<file path="src/rtl/load_store_unit_pkg.sv">
// Shared constants and types for the load/store unit.
//   Size encodings, FSM state encodings, default timeout and the
//   registered command payload captured at start.
package load_store_unit_pkg;

  localparam int unsigned ADDR_W = 32;
  localparam int unsigned DATA_W = 32;
  localparam int unsigned BE_W   = 4;

  // cpu_size encodings
  localparam logic [1:0] SIZE_BYTE    = 2'b00;
  localparam logic [1:0] SIZE_HALF    = 2'b01;
  localparam logic [1:0] SIZE_WORD    = 2'b10;
  localparam logic [1:0] SIZE_ILLEGAL = 2'b11;

  // FSM state encodings
  localparam logic [1:0] ST_IDLE = 2'd0;
  localparam logic [1:0] ST_REQ  = 2'd1;
  localparam logic [1:0] ST_RESP = 2'd2;

  localparam int unsigned TIMEOUT_DEFAULT = 255;

  // Command latched in IDLE and held for the whole access
  typedef struct packed {
    logic              we;
    logic              uns;
    logic [1:0]        size;
    logic [ADDR_W-1:0] addr;
    logic [BE_W-1:0]   be;
    logic [DATA_W-1:0] wdata;
  } lsu_cmd_t;

endpackage

</file>
<file path="src/rtl/lsu_align.sv">
// Combinational lane logic for data-memory accesses.
//   size, offset, is_unsigned : access shape (offset = addr[1:0])
//   wdata  : right-justified store data   -> wdata_c : lane-replicated
//   rdata  : raw memory word              -> rdata_c : extracted, extended
//   be_c   : byte enables, misalign_c : illegal size or misaligned
module lsu_align
  import load_store_unit_pkg::*;
(
  input  logic [1:0]        size,
  input  logic [1:0]        offset,
  input  logic              is_unsigned,
  input  logic [DATA_W-1:0] wdata,
  input  logic [DATA_W-1:0] rdata,
  output logic [BE_W-1:0]   be_c,
  output logic [DATA_W-1:0] wdata_c,
  output logic [DATA_W-1:0] rdata_c,
  output logic              misalign_c
);

  logic [7:0]  byte_lane;
  logic [15:0] half_lane;

  // Half lane uses offset[1] only; odd offsets are flagged misaligned anyway
  assign byte_lane = rdata[{offset, 3'b000} +: 8];
  assign half_lane = rdata[{offset[1], 4'b0000} +: 16];

  always_comb begin
    be_c       = 4'b1111;
    wdata_c    = wdata;
    rdata_c    = rdata;
    misalign_c = 1'b0;
    case (size)
      SIZE_BYTE: begin
        be_c    = 4'b0001 << offset;
        wdata_c = {4{wdata[7:0]}};
        rdata_c = {{24{~is_unsigned & byte_lane[7]}}, byte_lane};
      end
      SIZE_HALF: begin
        be_c       = 4'b0011 << offset;
        wdata_c    = {2{wdata[15:0]}};
        rdata_c    = {{16{~is_unsigned & half_lane[15]}}, half_lane};
        misalign_c = offset[0];
      end
      SIZE_WORD: misalign_c = |offset;
      default:   misalign_c = 1'b1;
    endcase
  end

endmodule

</file>
<file path="src/rtl/load_store_unit.sv">
// Data-memory initiator: one load/store per command over a req/ack link.
//   cpu_*  : command in, stall (cpu_busy, combinational), done/fault/rdata out
//   mem_*  : word-aligned byte-enabled request, ack and read data
// Faults (misaligned, illegal size, ack timeout) complete with cpu_fault.
module load_store_unit
  import load_store_unit_pkg::*;
#(
  parameter int unsigned TIMEOUT_CYCLES = TIMEOUT_DEFAULT
) (
  input  logic              clk,
  input  logic              rst_n,
  input  logic              cpu_start,
  input  logic              cpu_write,
  input  logic [1:0]        cpu_size,
  input  logic              cpu_unsigned,
  input  logic [ADDR_W-1:0] cpu_addr,
  input  logic [DATA_W-1:0] cpu_wdata,
  output logic              cpu_busy,
  output logic              cpu_done,
  output logic [DATA_W-1:0] cpu_rdata,
  output logic              cpu_fault,
  output logic              mem_req,
  output logic              mem_we,
  output logic [ADDR_W-1:0] mem_addr,
  output logic [BE_W-1:0]   mem_be,
  output logic [DATA_W-1:0] mem_wdata,
  input  logic              mem_ack,
  input  logic [DATA_W-1:0] mem_rdata
);

  localparam int unsigned CNT_W = $clog2(TIMEOUT_CYCLES + 1);

  logic [1:0]        state_q, state_d;
  logic [CNT_W-1:0]  cnt_q, cnt_d;
  lsu_cmd_t          cmd_q, cmd_d;
  logic [DATA_W-1:0] rdata_d;
  logic              done_d, fault_d, req_d, we_d;
  logic [ADDR_W-1:0] addr_d;
  logic [BE_W-1:0]   be_d;
  logic [DATA_W-1:0] wdata_d;

  logic [1:0]        al_size, al_offset;
  logic              al_uns;
  logic [BE_W-1:0]   be_c;
  logic [DATA_W-1:0] wdata_c, rdata_c;
  logic              misalign_c;

  // Aligner sees the live command in IDLE and the latched one afterwards
  assign al_size   = (state_q == ST_IDLE) ? cpu_size      : cmd_q.size;
  assign al_offset = (state_q == ST_IDLE) ? cpu_addr[1:0] : cmd_q.addr[1:0];
  assign al_uns    = (state_q == ST_IDLE) ? cpu_unsigned  : cmd_q.uns;

  lsu_align u_align (
    .size        (al_size),
    .offset      (al_offset),
    .is_unsigned (al_uns),
    .wdata       (cpu_wdata),
    .rdata       (mem_rdata),
    .be_c        (be_c),
    .wdata_c     (wdata_c),
    .rdata_c     (rdata_c),
    .misalign_c  (misalign_c)
  );

  // Stall in the start cycle and for the whole request phase
  assign cpu_busy = ((state_q == ST_IDLE) && cpu_start) || (state_q == ST_REQ);

  // Next state, command capture, timeout count and next registered outputs
  always_comb begin
    state_d = state_q;
    cnt_d   = cnt_q;
    cmd_d   = cmd_q;
    rdata_d = cpu_rdata;
    done_d  = 1'b0;
    fault_d = 1'b0;
    case (state_q)
      ST_IDLE: begin
        if (cpu_start) begin
          cmd_d.we    = cpu_write;
          cmd_d.uns   = cpu_unsigned;
          cmd_d.size  = cpu_size;
          cmd_d.addr  = cpu_addr;
          cmd_d.be    = be_c;
          cmd_d.wdata = wdata_c;
          cnt_d       = '0;
          if (misalign_c) begin
            state_d = ST_RESP;
            done_d  = 1'b1;
            fault_d = 1'b1;
          end else begin
            state_d = ST_REQ;
          end
        end
      end
      ST_REQ: begin
        // Ack takes priority over an expiring timeout
        if (mem_ack) begin
          state_d = ST_RESP;
          done_d  = 1'b1;
          if (!cmd_q.we) rdata_d = rdata_c;
        end else if (cnt_q == CNT_W'(TIMEOUT_CYCLES - 1)) begin
          state_d = ST_RESP;
          done_d  = 1'b1;
          fault_d = 1'b1;
        end else begin
          cnt_d = cnt_q + CNT_W'(1);
        end
      end
      ST_RESP: state_d = ST_IDLE;
      default: state_d = ST_IDLE;
    endcase
    req_d   = (state_d == ST_REQ);
    we_d    = req_d & cmd_d.we;
    addr_d  = req_d ? {cmd_d.addr[ADDR_W-1:2], 2'b00} : '0;
    be_d    = req_d ? cmd_d.be : '0;
    wdata_d = req_d ? cmd_d.wdata : '0;
  end

  // State and output registers; reset drops any request immediately
  always_ff @(posedge clk or negedge rst_n) begin
    if (!rst_n) begin
      state_q   <= ST_IDLE;
      cnt_q     <= '0;
      cmd_q     <= '0;
      cpu_done  <= 1'b0;
      cpu_fault <= 1'b0;
      cpu_rdata <= '0;
      mem_req   <= 1'b0;
      mem_we    <= 1'b0;
      mem_addr  <= '0;
      mem_be    <= '0;
      mem_wdata <= '0;
    end else begin
      state_q   <= state_d;
      cnt_q     <= cnt_d;
      cmd_q     <= cmd_d;
      cpu_done  <= done_d;
      cpu_fault <= fault_d;
      cpu_rdata <= rdata_d;
      mem_req   <= req_d;
      mem_we    <= we_d;
      mem_addr  <= addr_d;
      mem_be    <= be_d;
      mem_wdata <= wdata_d;
    end
  end

endmodule

</file>
<file path="config.mk">
export PLATFORM = sky130hd
export DESIGN_NAME = load_store_unit
export DESIGN_NICKNAME = d
export VERILOG_FILES = /design/src/rtl/load_store_unit_pkg.sv /design/src/rtl/lsu_align.sv /design/src/rtl/load_store_unit.sv
export SDC_FILE = /design/constraint.sdc
export NUM_CORES = 1
export LEC_CHECK = 0
export BUFFER_PORTS_ARGS = -buffer_cell sky130_fd_sc_hd__buf_2
export CAP_MARGIN = 20
export CORE_MARGIN = 2
export CORE_UTILIZATION = 45
export CTS_BUF_LIST = sky130_fd_sc_hd__clkbuf_4 sky130_fd_sc_hd__clkbuf_8
export DETAILED_ROUTE_END_ITERATION = 7
export GPL_TIMING_DRIVEN = 0
export HOLD_SLACK_MARGIN = 0.12
export PLACE_DENSITY = 0.67
export SLEW_MARGIN = 20
export SYNTH_ARGS = -nofsm -noshare
export SYNTH_HDL_FRONTEND = slang
export SYNTH_SLANG_ARGS = --single-unit
</file>
<file path="constraint.sdc">
create_clock -name clk -period 2.8 [get_ports clk]
set_clock_uncertainty 0.2 [all_clocks]
set_input_delay 0.56 -clock clk [delete_from_list [all_inputs] [get_ports clk]]
set_output_delay 0.56 -clock clk [all_outputs]
set_load 0.005 [all_outputs]
</file>
==> results.ini, run 1 <==
[setup_path]
cp.required_ps = 3010
cp.arrival_ps = 2900
start_kind = input port
crit_type = in -> reg
end_kind = flip-flop
crit_buf_inv = 4
crit_fanout = 10
path_cells = dlygate4sd3_1 -> buf_2 -> or4_1 -> o31a_2 -> buf_6 -> or2_1 -> clkbuf_1 -> o22ai_1 -> o22a_1
critical-path-top-delay-family = buffers and inverters
slowest_delay_ps = 540
slowest_stage = dlygate4sd3_1

[yosys]
ys_seq_elements = 184
yosysTopAreaCellShare_pct = 59.50
yosys_warnings = 0
yosysMostFrequentCell = nand2_1
synthMuxAreaShare_pct = 5.724
synthCells = 750
synth_area_leaders = dfrtp_1 (59%), nand2_1 (9.5%), mux2i_1 (4.3%)
yosys.area_share.xor_xnor_pct = 0.3395
yosys.area_share.simple_pct = 17.74
synth-edff-count = 0
async_flop_share_pct = 100.0
synth_top_family_by_area = simple AND/OR/NAND/NOR gates
synthFlopType = dfrtp_1
netlist_area_mm2 = 0.007739
synth_compound_area_share_pct = 13.18
synth.distinct_cells = 55
synth_top_area_cell = dfrtp_1
avgSynthCellArea_um2 = 10.32
ys_seq_area_share_pct = 59.50
synth_fa_ha_area_share_pct = 0.3234
synth_top_cells_by_count = nand2_1 (195), dfrtp_1 (184), a21oi_1 (60), mux2i_1 (33), nor2_1 (33)

[pwr]
seq_power_share_pct = 39.2
powerDensity_mw_per_mm2 = 1072
ir_drop_mv = 0.5311
internal_power_uw = 6579
power.share.clock_pct = 19.1
switching_share_pct = 38.43
p_switching_uw = 4106
power_leakage_uw = 0.005097
power_frac_comb_pct = 41.7

[grt]
grt_pass1_vias = 6326
grt_pass1_wl_mm = 33.49
grt_overflow_total = 0
grt_max_degree = 82
antenna_found_initial = 1
grt_usage_pct = 23.71

[final_layout]
instances_no_fill = 1251
drive_above_1_share_pct = 28.54
synthToLayoutAreaGrowth_pct = 28.83
final_area_mm2 = 0.009970
fin_nets = 1123

[die]
io_pins = 209
dieHeight_um = 135.1
core-area_mm2 = 0.01670
initial_core_util_pct = 46.34
row_count = 47
die_area_mm2 = 0.01826
die-width_um = 135.1

[detailed_routing]
dr.pass1.iters = 5
wl_met1_mm = 9.576
viasPerCell = 5.217
routedWlPerCell_um = 16.99
routed.top_layer = met4
first_iter_violations = 402
drc = 0
vias = 6526
routed_wl_mm = 21.25
final_antenna_net_count = 0
met2_length_mm = 10.02
dr_wl_met3_mm = 1.355

[timing]
finalWorstSetupSlack_ps = 111.9
fin_crit_sh_pct = 96.00
max_freq_mhz = 372.0
relSlewSlack_pct = 47.86
finalHoldViolCount = 0
min_period_ps = 2688
finalSetupViolCount = 0
tightestPinTransition_ps = 776.9
slew_violations = 0

[cts]
root_buffer = clkbuf_8
cts_tree = built
clk_pin_slew_ps = 100
clock_path_buffers = 2
numCtsBuffers = 17
cts_num_sinks = 184
clock_latency_ps = 470
h-tree-depth = 4

[job]
drv_cap = 0

[placement]
post-place-ws_ps = 1.422
dp_cells = 1179
globalplace.congestion = 0.8290
place_area_mm2 = 0.009114
port-buffer-count = 206
hpwl_mm = 14.97

[run_status]
status = completed

[worst_hold_path]
worstHoldPathType = in -> reg

==> power groups by stage <==
stage,clock (uW),sequential [uW],combinational [uW]
floorplan,0,4220,2740
global placement,0,4230,4300
detailed placement,0,4240,4390
CTS,2080,4190,4440
global route,2210,4300,4960
finish,2040,4190,4460
==> cell usage in the layout, fill, tap and decap left out, types with 3 or more instances in the layout <==
cell | netlist | routed
dfrtp_1 | 184 | 184
buf_2 | 18 | 223
inv_1 | 4 | 4
clkbuf_1 | 19 | 15
clkbuf_2 | 0 | 4
o31ai_1 | 4 | 4
nand2_1 | 195 | 195
o21ai_0 | 26 | 26
nand3_1 | 12 | 12
dlygate4sd3_1 | 0 | 36
a21oi_1 | 60 | 60
inv_8 | 0 | 3
a221o_1 | 7 | 7
buf_6 | 3 | 3
clkbuf_8 | 0 | 17
mux2i_1 | 33 | 33
clkinv_4 | 0 | 5
nor2_1 | 33 | 33
mux2_2 | 10 | 10
nor3_1 | 5 | 5
o211ai_1 | 11 | 11
o22ai_1 | 7 | 7
a31oi_1 | 16 | 16
or3b_1 | 3 | 3
o21ai_1 | 6 | 6
buf_4 | 4 | 7
nand3b_1 | 7 | 7
o22a_1 | 10 | 10
bufinv_16 | 0 | 4
nand4_1 | 3 | 3
nor2b_1 | 30 | 30
==> cell families (layout without fill, tap and decap cells) <==
family,after synthesis,in the layout
and+or+nand+nor,308,308
DFF,184,184
xor gates and xnor gates,3,3
muxes,43,43
adders and majority gates,2,2
buffers and inverters,49,328
AOI/OAI and AO/OA,160,160
other,1,3
==> sequential cells by signal, indices dropped and copies added, names as in the netlist <==
register / cells
mem_be: 4
cnt_q: 8
mem_we: 1
cpu_rdata: 32
state_q: 2
mem_wdata: 32
cmd_q: 72
mem_addr: 30
cpu_fault: 1
mem_req: 1
cpu_done: 1
==> per-layer routing <==
metal	GRT usage, %	vias to the layer above
li1	-	3103
met1	33.17	3195
met2	36.75	210
met3	6.360	18
met4	6.655	0
met5	0	-
==> timing repair <==
action / CTS / global route
endpoints found under the setup margin: 0 / 62
hold endpoints to repair: 164 / 0
hold buffers: 36 / 0
gates resized for setup: 0 / 8
setup buffers: 0 / 3
==> final timing paths <==
path / slack (ps) / from / cells after the start / to
min: 150 / mem_rdata[21] / 3 / cpu_rdata[21]$_DFFE_PN0P_
min in group asynchronous: 340 / rst_n / 2 / mem_wdata[30]$_DFF_PN0_
max reg2reg: 160 / state_q[0]$_DFF_PN0_ / 6 / cpu_rdata[11]$_DFFE_PN0P_
min reg2reg: 280 / cmd_q[41]$_DFF_PN0_ / 2 / cmd_q[41]$_DFF_PN0_
max in group asynchronous: 1370 / rst_n / 3 / cmd_q[52]$_DFF_PN0_
max: 110 / cpu_size[0] / 9 / cpu_rdata[2]$_DFFE_PN0P_
==> worst min-delay path, stage by stage <==
cell and delay, ps:
buf_2 120, nand2_1 50, a21oi_1 60
==> through the flow <==
step	utilization (%)	total power, uW	hold WS (ps)	TNS (ps)
after floorplan	-	6961	64.41	0
after global placement	54.18	8527	250.7	-367640
final	59.69	10690	152.6	0
after detailed placement	54.57	8622	245.2	0
after CTS	59.51	10710	124.4	0
after global routing	59.68	11460	132.1	-8.491
==> cell type report <==
cell class / instances / area [um^2]
Fill cell: 1434 / 6731
Sequential cell: 184 / 4604
Multi-Input combinational cell: 518 / 2894
Timing Repair Buffer: 247 / 1479
Tap cell: 220 / 275.3
Clock buffer: 17 / 234.0
Buffer: 45 / 234.0
Clock inverter: 15 / 231.5
Inverter: 4 / 15.01
Antenna cell: 1 / 2.502
(Power assumes the default switching activity.)
==> inputs of run 2 (changes only) <==
--- a/config.mk
+++ b/config.mk
@@ -8,12 +8,12 @@
 export BUFFER_PORTS_ARGS = -buffer_cell sky130_fd_sc_hd__buf_2
 export CAP_MARGIN = 20
 export CORE_MARGIN = 2
-export CORE_UTILIZATION = 45
+export CORE_UTILIZATION = 40
 export CTS_BUF_LIST = sky130_fd_sc_hd__clkbuf_4 sky130_fd_sc_hd__clkbuf_8
 export DETAILED_ROUTE_END_ITERATION = 7
 export GPL_TIMING_DRIVEN = 0
 export HOLD_SLACK_MARGIN = 0.12
-export PLACE_DENSITY = 0.67
+export PLACE_DENSITY = 0.61
 export SLEW_MARGIN = 20
 export SYNTH_ARGS = -nofsm -noshare
 export SYNTH_HDL_FRONTEND = slang
==> results.ini, run 2 (same netlist as run 1, synthesis figures left out) <==
[cts]
root_buffer = clkbuf_8  ; unchanged
clock_path_buffers = 2  ; unchanged
cts_tree = built  ; unchanged
clock_latency_ps = 470  ; about the same
h-tree-depth = 4  ; unchanged
cts_num_sinks = 184  ; unchanged
numCtsBuffers = 17  ; unchanged
clk_pin_slew_ps = 110  ; was 100 ps

[die]
core-area_mm2 = 0.01883  ; was 0.01670 mm^2
row_count = 50  ; was 47
die-width_um = 143.1  ; was 135.1 um
die_area_mm2 = 0.02047  ; was 0.01826 mm^2
initial_core_util_pct = 41.10  ; was 46.34%
dieHeight_um = 143.1  ; was 135.1 um
io_pins = 209  ; unchanged

[final_layout]
largestRegisters = cmd_q x72, cpu_rdata x32, mem_wdata x32  ; unchanged
layout_commonest_cell = buf_2  ; unchanged
nFillCells = 1752  ; was 1434
multi_input_area_mm2 = 0.002902  ; was 0.002894 mm^2
synthToLayoutAreaGrowth_pct = 28.62  ; was 28.83%
fin_nets = 1121  ; was 1123
layout_common_cells = buf_2 (223), nand2_1 (195), dfrtp_1 (184)  ; unchanged
drive_above_1_share_pct = 28.31  ; was 28.54%
register_area_mm2 = 0.004604  ; unchanged
largest_reg_flops = 72  ; unchanged
regMostFlops = cmd_q  ; unchanged

[detailed_routing]
first_iter_violations = 387  ; was 402
viasPerCell = 4.984  ; was 5.217
routed_wl_mm = 21.84  ; was 21.25 mm
drc = 0  ; unchanged
vias = 6425  ; was 6526
final_antenna_net_count = 0  ; unchanged
routedWlPerCell_um = 16.95  ; was 16.99 um
dr.pass1.iters = 5  ; unchanged

[setup_path]
r2r-end = cpu_rdata[21]$_DFFE_PN0P_  ; was cpu_rdata[11]$_DFFE_PN0P_
start_kind = flip-flop  ; was input port
r2r_slack_ps = 170  ; was 160 ps
rr_worst_depth = 8  ; was 6
crit_fanout = 10  ; unchanged
crit_type = reg -> reg  ; was in -> reg
cp.arrival_ps = 2800  ; was 2900 ps
r2r-start = state_q[1]$_DFF_PN0_  ; was state_q[0]$_DFF_PN0_
cp.required_ps = 2970  ; was 3010 ps
end_kind = flip-flop  ; unchanged

[worst_hold_path]
hold_depth = 3  ; unchanged
hold_end = cpu_rdata[30]$_DFFE_PN0P_  ; was cpu_rdata[21]$_DFFE_PN0P_
hp-start = mem_rdata[30]  ; was mem_rdata[21]
worstHoldPathType = in -> reg  ; unchanged

[placement]
post-place-ws_ps = -16.01  ; was 1.422 ps
globalplace.congestion = 0.8093  ; was 0.8290
hpwl_mm = 15.32  ; was 14.97 mm
port-buffer-count = 206  ; unchanged

[timing]
slew_violations = 0  ; unchanged
relSlewSlack_pct = 43.18  ; was 47.86%
finalWorstSetupSlack_ps = 166.3  ; was 111.9 ps
tightestPinTransition_ps = 846.7  ; was 776.9 ps
tns_ps = 0  ; unchanged
hold_slack_ps = 149.8  ; was 152.6 ps
min_period_ps = 2634  ; was 2688 ps
max_freq_mhz = 379.7  ; was 372.0 MHz
finalSetupViolCount = 0  ; unchanged
finalHoldViolCount = 0  ; unchanged
rsz0062_at_grt = no
fin_crit_sh_pct = 94.06  ; was 96.00%

[grt]
grt_max_degree = 97  ; was 82
grt_pass1_wl_mm = 34.19  ; was 33.49 mm
grt_overflow_total = 0  ; unchanged
grt_pass1_vias = 6446  ; was 6326
antenna_found_initial = 3  ; was 1
grt_usage_pct = 21.74  ; was 23.71%

[pwr]
ir_drop_mv = 0.5467  ; was 0.5311 mV
power_leakage_uw = 0.005052  ; was 0.005097 uW
p_total_uw = 10470  ; was 10690 uW
powerDensity_mw_per_mm2 = 1052  ; was 1072 mW/mm^2

[run_status]
status = completed  ; unchanged

[job]
drv_cap = 0  ; unchanged

[run 2: changes by cell type in the layout (fill, tap and decap cells not counted), sizes merged]
cell         previous run  this run
dlygate4sd3            36        38
inv                     9        12
clkbuf                 36        37
buf                   237       233
bufinv                  4         0
[run 2: what timing repair did]
item | in CTS | in global routing
resized for setup | 0 | 8
buffers inserted | 0 | 0
hold buffers | 38 | 0
endpoints found under the setup margin | 0 | 55
hold endpoints to repair | 144 | 0
[run 2: per-layer routing]
metal / track usage (%) / share of wire (%)
met5: 0 / 0.060
met4: 5.732 / 1.1
met3: 5.533 / 5.8
met2: 35.51 / 49
met1: 28.95 / 44
[run 2: critical path: stages (launching register included)]
cell     delay, ps
dfrtp_1        410
buf_2          190
nor2_2         150
buf_4          210
mux2i_1        380
a21oi_1        130
o41ai_4        550
buf_6          230
a21oi_1         80
[run 2: worst max path at each step]
stage | slack (ps) | to | depth (start not counted) | start
3_3_place_gp | -2090 | mem_addr[24]$_DFF_PN0_ | 1 | rst_n
2_1_floorplan | 550 | cpu_rdata[20]$_DFFE_PN0P_ | 6 | cpu_addr[1]
6_report | 170 | cpu_rdata[21]$_DFFE_PN0P_ | 8 | state_q[1]$_DFF_PN0_
3_5_place_dp | -20 | cpu_rdata[21]$_DFFE_PN0P_ | 7 | cpu_addr[1]
5_1_grt | 9 | mem_wdata[3]$_DFF_PN0_ | 10 | state_q[1]$_DFF_PN0_
4_1_cts | 70 | mem_addr[24]$_DFF_PN0_ | 8 | state_q[1]$_DFF_PN0_
[run 2: layout make-up]
| class | instances | share of cell area, % |
|---|---|---|
| sequential | 184 | 46.26 |
| multi-input combinational | 518 | 29.15 |
| timing repair buffer | 245 | 14.56 |
| tap | 260 | 3.268 |
| clock buffer | 18 | 2.489 |
| buffer | 45 | 2.338 |
| clock inverter | 14 | 1.760 |
| inverter | 4 | 0.1508 |
| antenna | 1 | 0.02514 |
[run 2: power breakdown]
group	leakage [uW]	total, uW	switching (uW)	internal (uW)
logic	0.00251	4440	2650	1790
registers	0.00233	4180	427	3760
clock network	0.000212	1850	1130	716
total	0.00505	10500	4210	6260
[run 2: per-stage QoR]
step / cell area (um^2) / util [%] / std cells
final: 9953 / 52.86 / 1289
after global routing: 9951 / 52.84 / 1288
after CTS: 9940 / 52.78 / 1288
after detailed placement: 9136 / 48.52 / 1218
after global placement: 9099 / 48.32 / 1217
after floorplan: 7742 / - / 751
==> inputs of run 3 (changes only) <==
==> constraint.sdc (replaced) <==
create_clock -name clk -period 3 [get_ports clk]
set_clock_uncertainty 0.2 [all_clocks]
set_input_delay 0.6 -clock clk [delete_from_list [all_inputs] [get_ports clk]]
set_output_delay 0.6 -clock clk [all_outputs]
set_load 0.005 [all_outputs]
==> results.ini, run 3 (same netlist as run 1, synthesis figures left out) <==
[setup_path]
cp.required_ps = 3180  ; was 2970 ps
cp.arrival_ps = 2830  ; was 2800 ps
path_cells = buf_2 -> nor2_2 -> buf_4 -> nand2_1 -> clkbuf_1 -> clkbuf_1 -> nand2_1 -> a21oi_1  ; was buf_2 -> nor2_2 -> buf_4 -> mux2i_1 -> a21oi_1 -> o41ai_4 -> buf_6 -> a21oi_1
critical-path-top-delay-family = buffers and inverters  ; was compound AO/OA/AOI/OAI gates
rr_worst_depth = 8  ; unchanged
crit_fanout = 10  ; unchanged
end_kind = flip-flop  ; unchanged
start_kind = flip-flop  ; unchanged
r2r-start = state_q[1]$_DFF_PN0_  ; unchanged
slowest_delay_ps = 490  ; was 550 ps
r2r-end = mem_addr[24]$_DFF_PN0_  ; was cpu_rdata[21]$_DFFE_PN0P_
r2r_slack_ps = 350  ; was 170 ps
slowest_stage = clkbuf_1  ; was o41ai_4
crit_buf_inv = 4  ; was 3
crit_type = reg -> reg  ; unchanged

[die]
die-width_um = 143.1  ; unchanged
dieHeight_um = 143.1  ; unchanged
core-area_mm2 = 0.01883  ; unchanged
row_count = 50  ; unchanged
io_pins = 209  ; unchanged
die_area_mm2 = 0.02047  ; unchanged
initial_core_util_pct = 41.10  ; unchanged

[final_layout]
largestRegisters = cmd_q x72, cpu_rdata x32, mem_wdata x32  ; unchanged
nFillCells = 1770  ; was 1752
layout_common_cells = buf_2 (223), nand2_1 (195), dfrtp_1 (184)  ; unchanged
drive_above_1_share_pct = 28.40  ; was 28.31%
largest_reg_flops = 72  ; unchanged
final_area_mm2 = 0.009732  ; was 0.009953 mm^2
multi_input_area_mm2 = 0.002894  ; was 0.002902 mm^2
fin_nets = 1100  ; was 1121
regMostFlops = cmd_q  ; unchanged
synthToLayoutAreaGrowth_pct = 25.76  ; was 28.62%
layout_commonest_cell = buf_2  ; unchanged
register_area_mm2 = 0.004604  ; unchanged

[detailed_routing]
dr_wl_met3_mm = 1.364  ; was 1.264 mm
routedWlPerCell_um = 17.03  ; was 16.95 um
drc = 0  ; unchanged
final_antenna_net_count = 0  ; unchanged
routed.top_layer = met5  ; unchanged
viasPerCell = 5.028  ; was 4.984
met2_length_mm = 10.40  ; was 10.62 mm
vias = 6376  ; was 6425
routed_wl_mm = 21.60  ; was 21.84 mm
wl_met1_mm = 9.603  ; was 9.707 mm
dr.pass1.iters = 5  ; unchanged
first_iter_violations = 352  ; was 387

[placement]
hpwl_mm = 15.32  ; unchanged
globalplace.congestion = 0.8093  ; unchanged
port-buffer-count = 206  ; unchanged
place_area_mm2 = 0.009136  ; unchanged

[worst_hold_path]
hold_end = cmd_q[42]$_DFF_PN0_  ; was cpu_rdata[30]$_DFFE_PN0P_
hp-start = cpu_addr[6]  ; was mem_rdata[30]
worstHoldPathType = in -> reg  ; unchanged
hold_depth = 3  ; unchanged

[timing]
fin_crit_sh_pct = 88.28  ; was 94.06%
tns_ps = 0  ; unchanged
tightestPinTransition_ps = 842.3  ; was 846.7 ps
finalHoldViolCount = 0  ; unchanged
finalSetupViolCount = 0  ; unchanged
min_period_ps = 2648  ; was 2634 ps
hold_slack_ps = 149.8  ; about the same
slew_violations = 0  ; unchanged
relSlewSlack_pct = 43.47  ; was 43.18%
max_freq_mhz = 377.6  ; was 379.7 MHz
rsz0062_at_grt = no  ; unchanged

[grt]
grt_overflow_total = 0  ; unchanged
grt_pass1_vias = 6310  ; was 6446
antenna_found_initial = 3  ; unchanged
grt_usage_pct = 21.44  ; was 21.74%
grt_max_degree = 97  ; unchanged
grt_pass1_wl_mm = 33.71  ; was 34.19 mm

[cts]
clock_latency_ps = 470  ; about the same
clock_path_buffers = 2  ; unchanged
numCtsBuffers = 17  ; unchanged
h-tree-depth = 4  ; unchanged
cts_tree = built  ; unchanged
root_buffer = clkbuf_8  ; unchanged
cts_num_sinks = 184  ; unchanged
clk_pin_slew_ps = 110  ; about the same

[pwr]
power.share.clock_pct = 17.7  ; was 17.6%
ir_drop_mv = 0.5117  ; was 0.5467 mV
seq_power_share_pct = 40.1  ; was 40.0%
power_leakage_uw = 0.004954  ; was 0.005052 uW
p_switching_uw = 3917  ; was 4210 uW
internal_power_uw = 5823  ; was 6263 uW
power_frac_comb_pct = 42.2  ; was 42.4%
switching_share_pct = 40.22  ; was 40.20%
powerDensity_mw_per_mm2 = 1001  ; was 1052 mW/mm^2

[run_status]
status = completed  ; unchanged

[job]
drv_cap = 0  ; unchanged

run 3: changes by cell type in the layout (fill, tap and decap cells not counted), sizes merged:
cell         previous run  this run
dlygate4sd3            38        17
run 3: power groups by stage:
stage / registers [uW] / logic [uW] / clock network (uW)
finish: 3900 / 4110 / 1720
global route: 4010 / 4600 / 1870
CTS: 3910 / 4150 / 1770
detailed placement: 3960 / 4110 / 0
global placement: 3940 / 4060 / 0
floorplan: 3940 / 2560 / 0
run 3: cell type report:
| class | instances | share of cell area, % |
|---|---|---|
| Sequential cell | 184 | 47.31 |
| Multi-Input combinational cell | 518 | 29.74 |
| Timing Repair Buffer | 224 | 12.73 |
| Tap cell | 260 | 3.343 |
| Clock buffer | 18 | 2.546 |
| Buffer | 45 | 2.353 |
| Clock inverter | 14 | 1.800 |
| Inverter | 4 | 0.1543 |
| Antenna cell | 1 | 0.02571 |
run 3: worst reg2reg max path, cell delays in order (launching register included):
cell and delay [ps]:
dfrtp_1 390, buf_2 230, nor2_2 70, buf_4 180
nand2_1 250, clkbuf_1 490, clkbuf_1 430, nand2_1 130
a21oi_1 180
run 3: repair_timing:
item	in CTS	in global routing
setup endpoints to repair	0	0
resized for setup	0	0
hold endpoints to repair	102	2
setup buffers	0	0
hold buffers	15	2
run 3: metal layers:
layer,global-route usage [%],vias up
met2,34.85,194
met4,5.211,2
li1,-,3057
met5,0,-
met3,5.533,21
met1,28.83,3102
run 3: worst max-delay path by stage:
stage,from,endpoint,slack (ps),cells past startpoint
final,state_q[1]$_DFF_PN0_,mem_addr[24]$_DFF_PN0_,350,8
after global routing,state_q[0]$_DFF_PN0_,cpu_rdata[21]$_DFFE_PN0P_,50,7
after CTS,state_q[1]$_DFF_PN0_,mem_addr[24]$_DFF_PN0_,270,8
after detailed placement,cpu_addr[1],cpu_rdata[21]$_DFFE_PN0P_,140,7
after global placement,rst_n,mem_addr[24]$_DFF_PN0_,-1930,1
after floorplan,cpu_addr[1],cpu_rdata[20]$_DFFE_PN0P_,710,6
run 3: through the flow:
| step | setup slack [ps] | total power [uW] | cells | utilization (%) |
|---|---|---|---|---|
| floorplan | 705.6 | 6497 | 751 | - |
| global placement | -1929 | 8000 | 1217 | 48.32 |
| detailed placement | 144.0 | 8069 | 1218 | 48.52 |
| CTS | 272.7 | 9820 | 1265 | 51.56 |
| global route | 48.32 | 10470 | 1267 | 51.67 |
| finish | 351.7 | 9740 | 1268 | 51.68 |
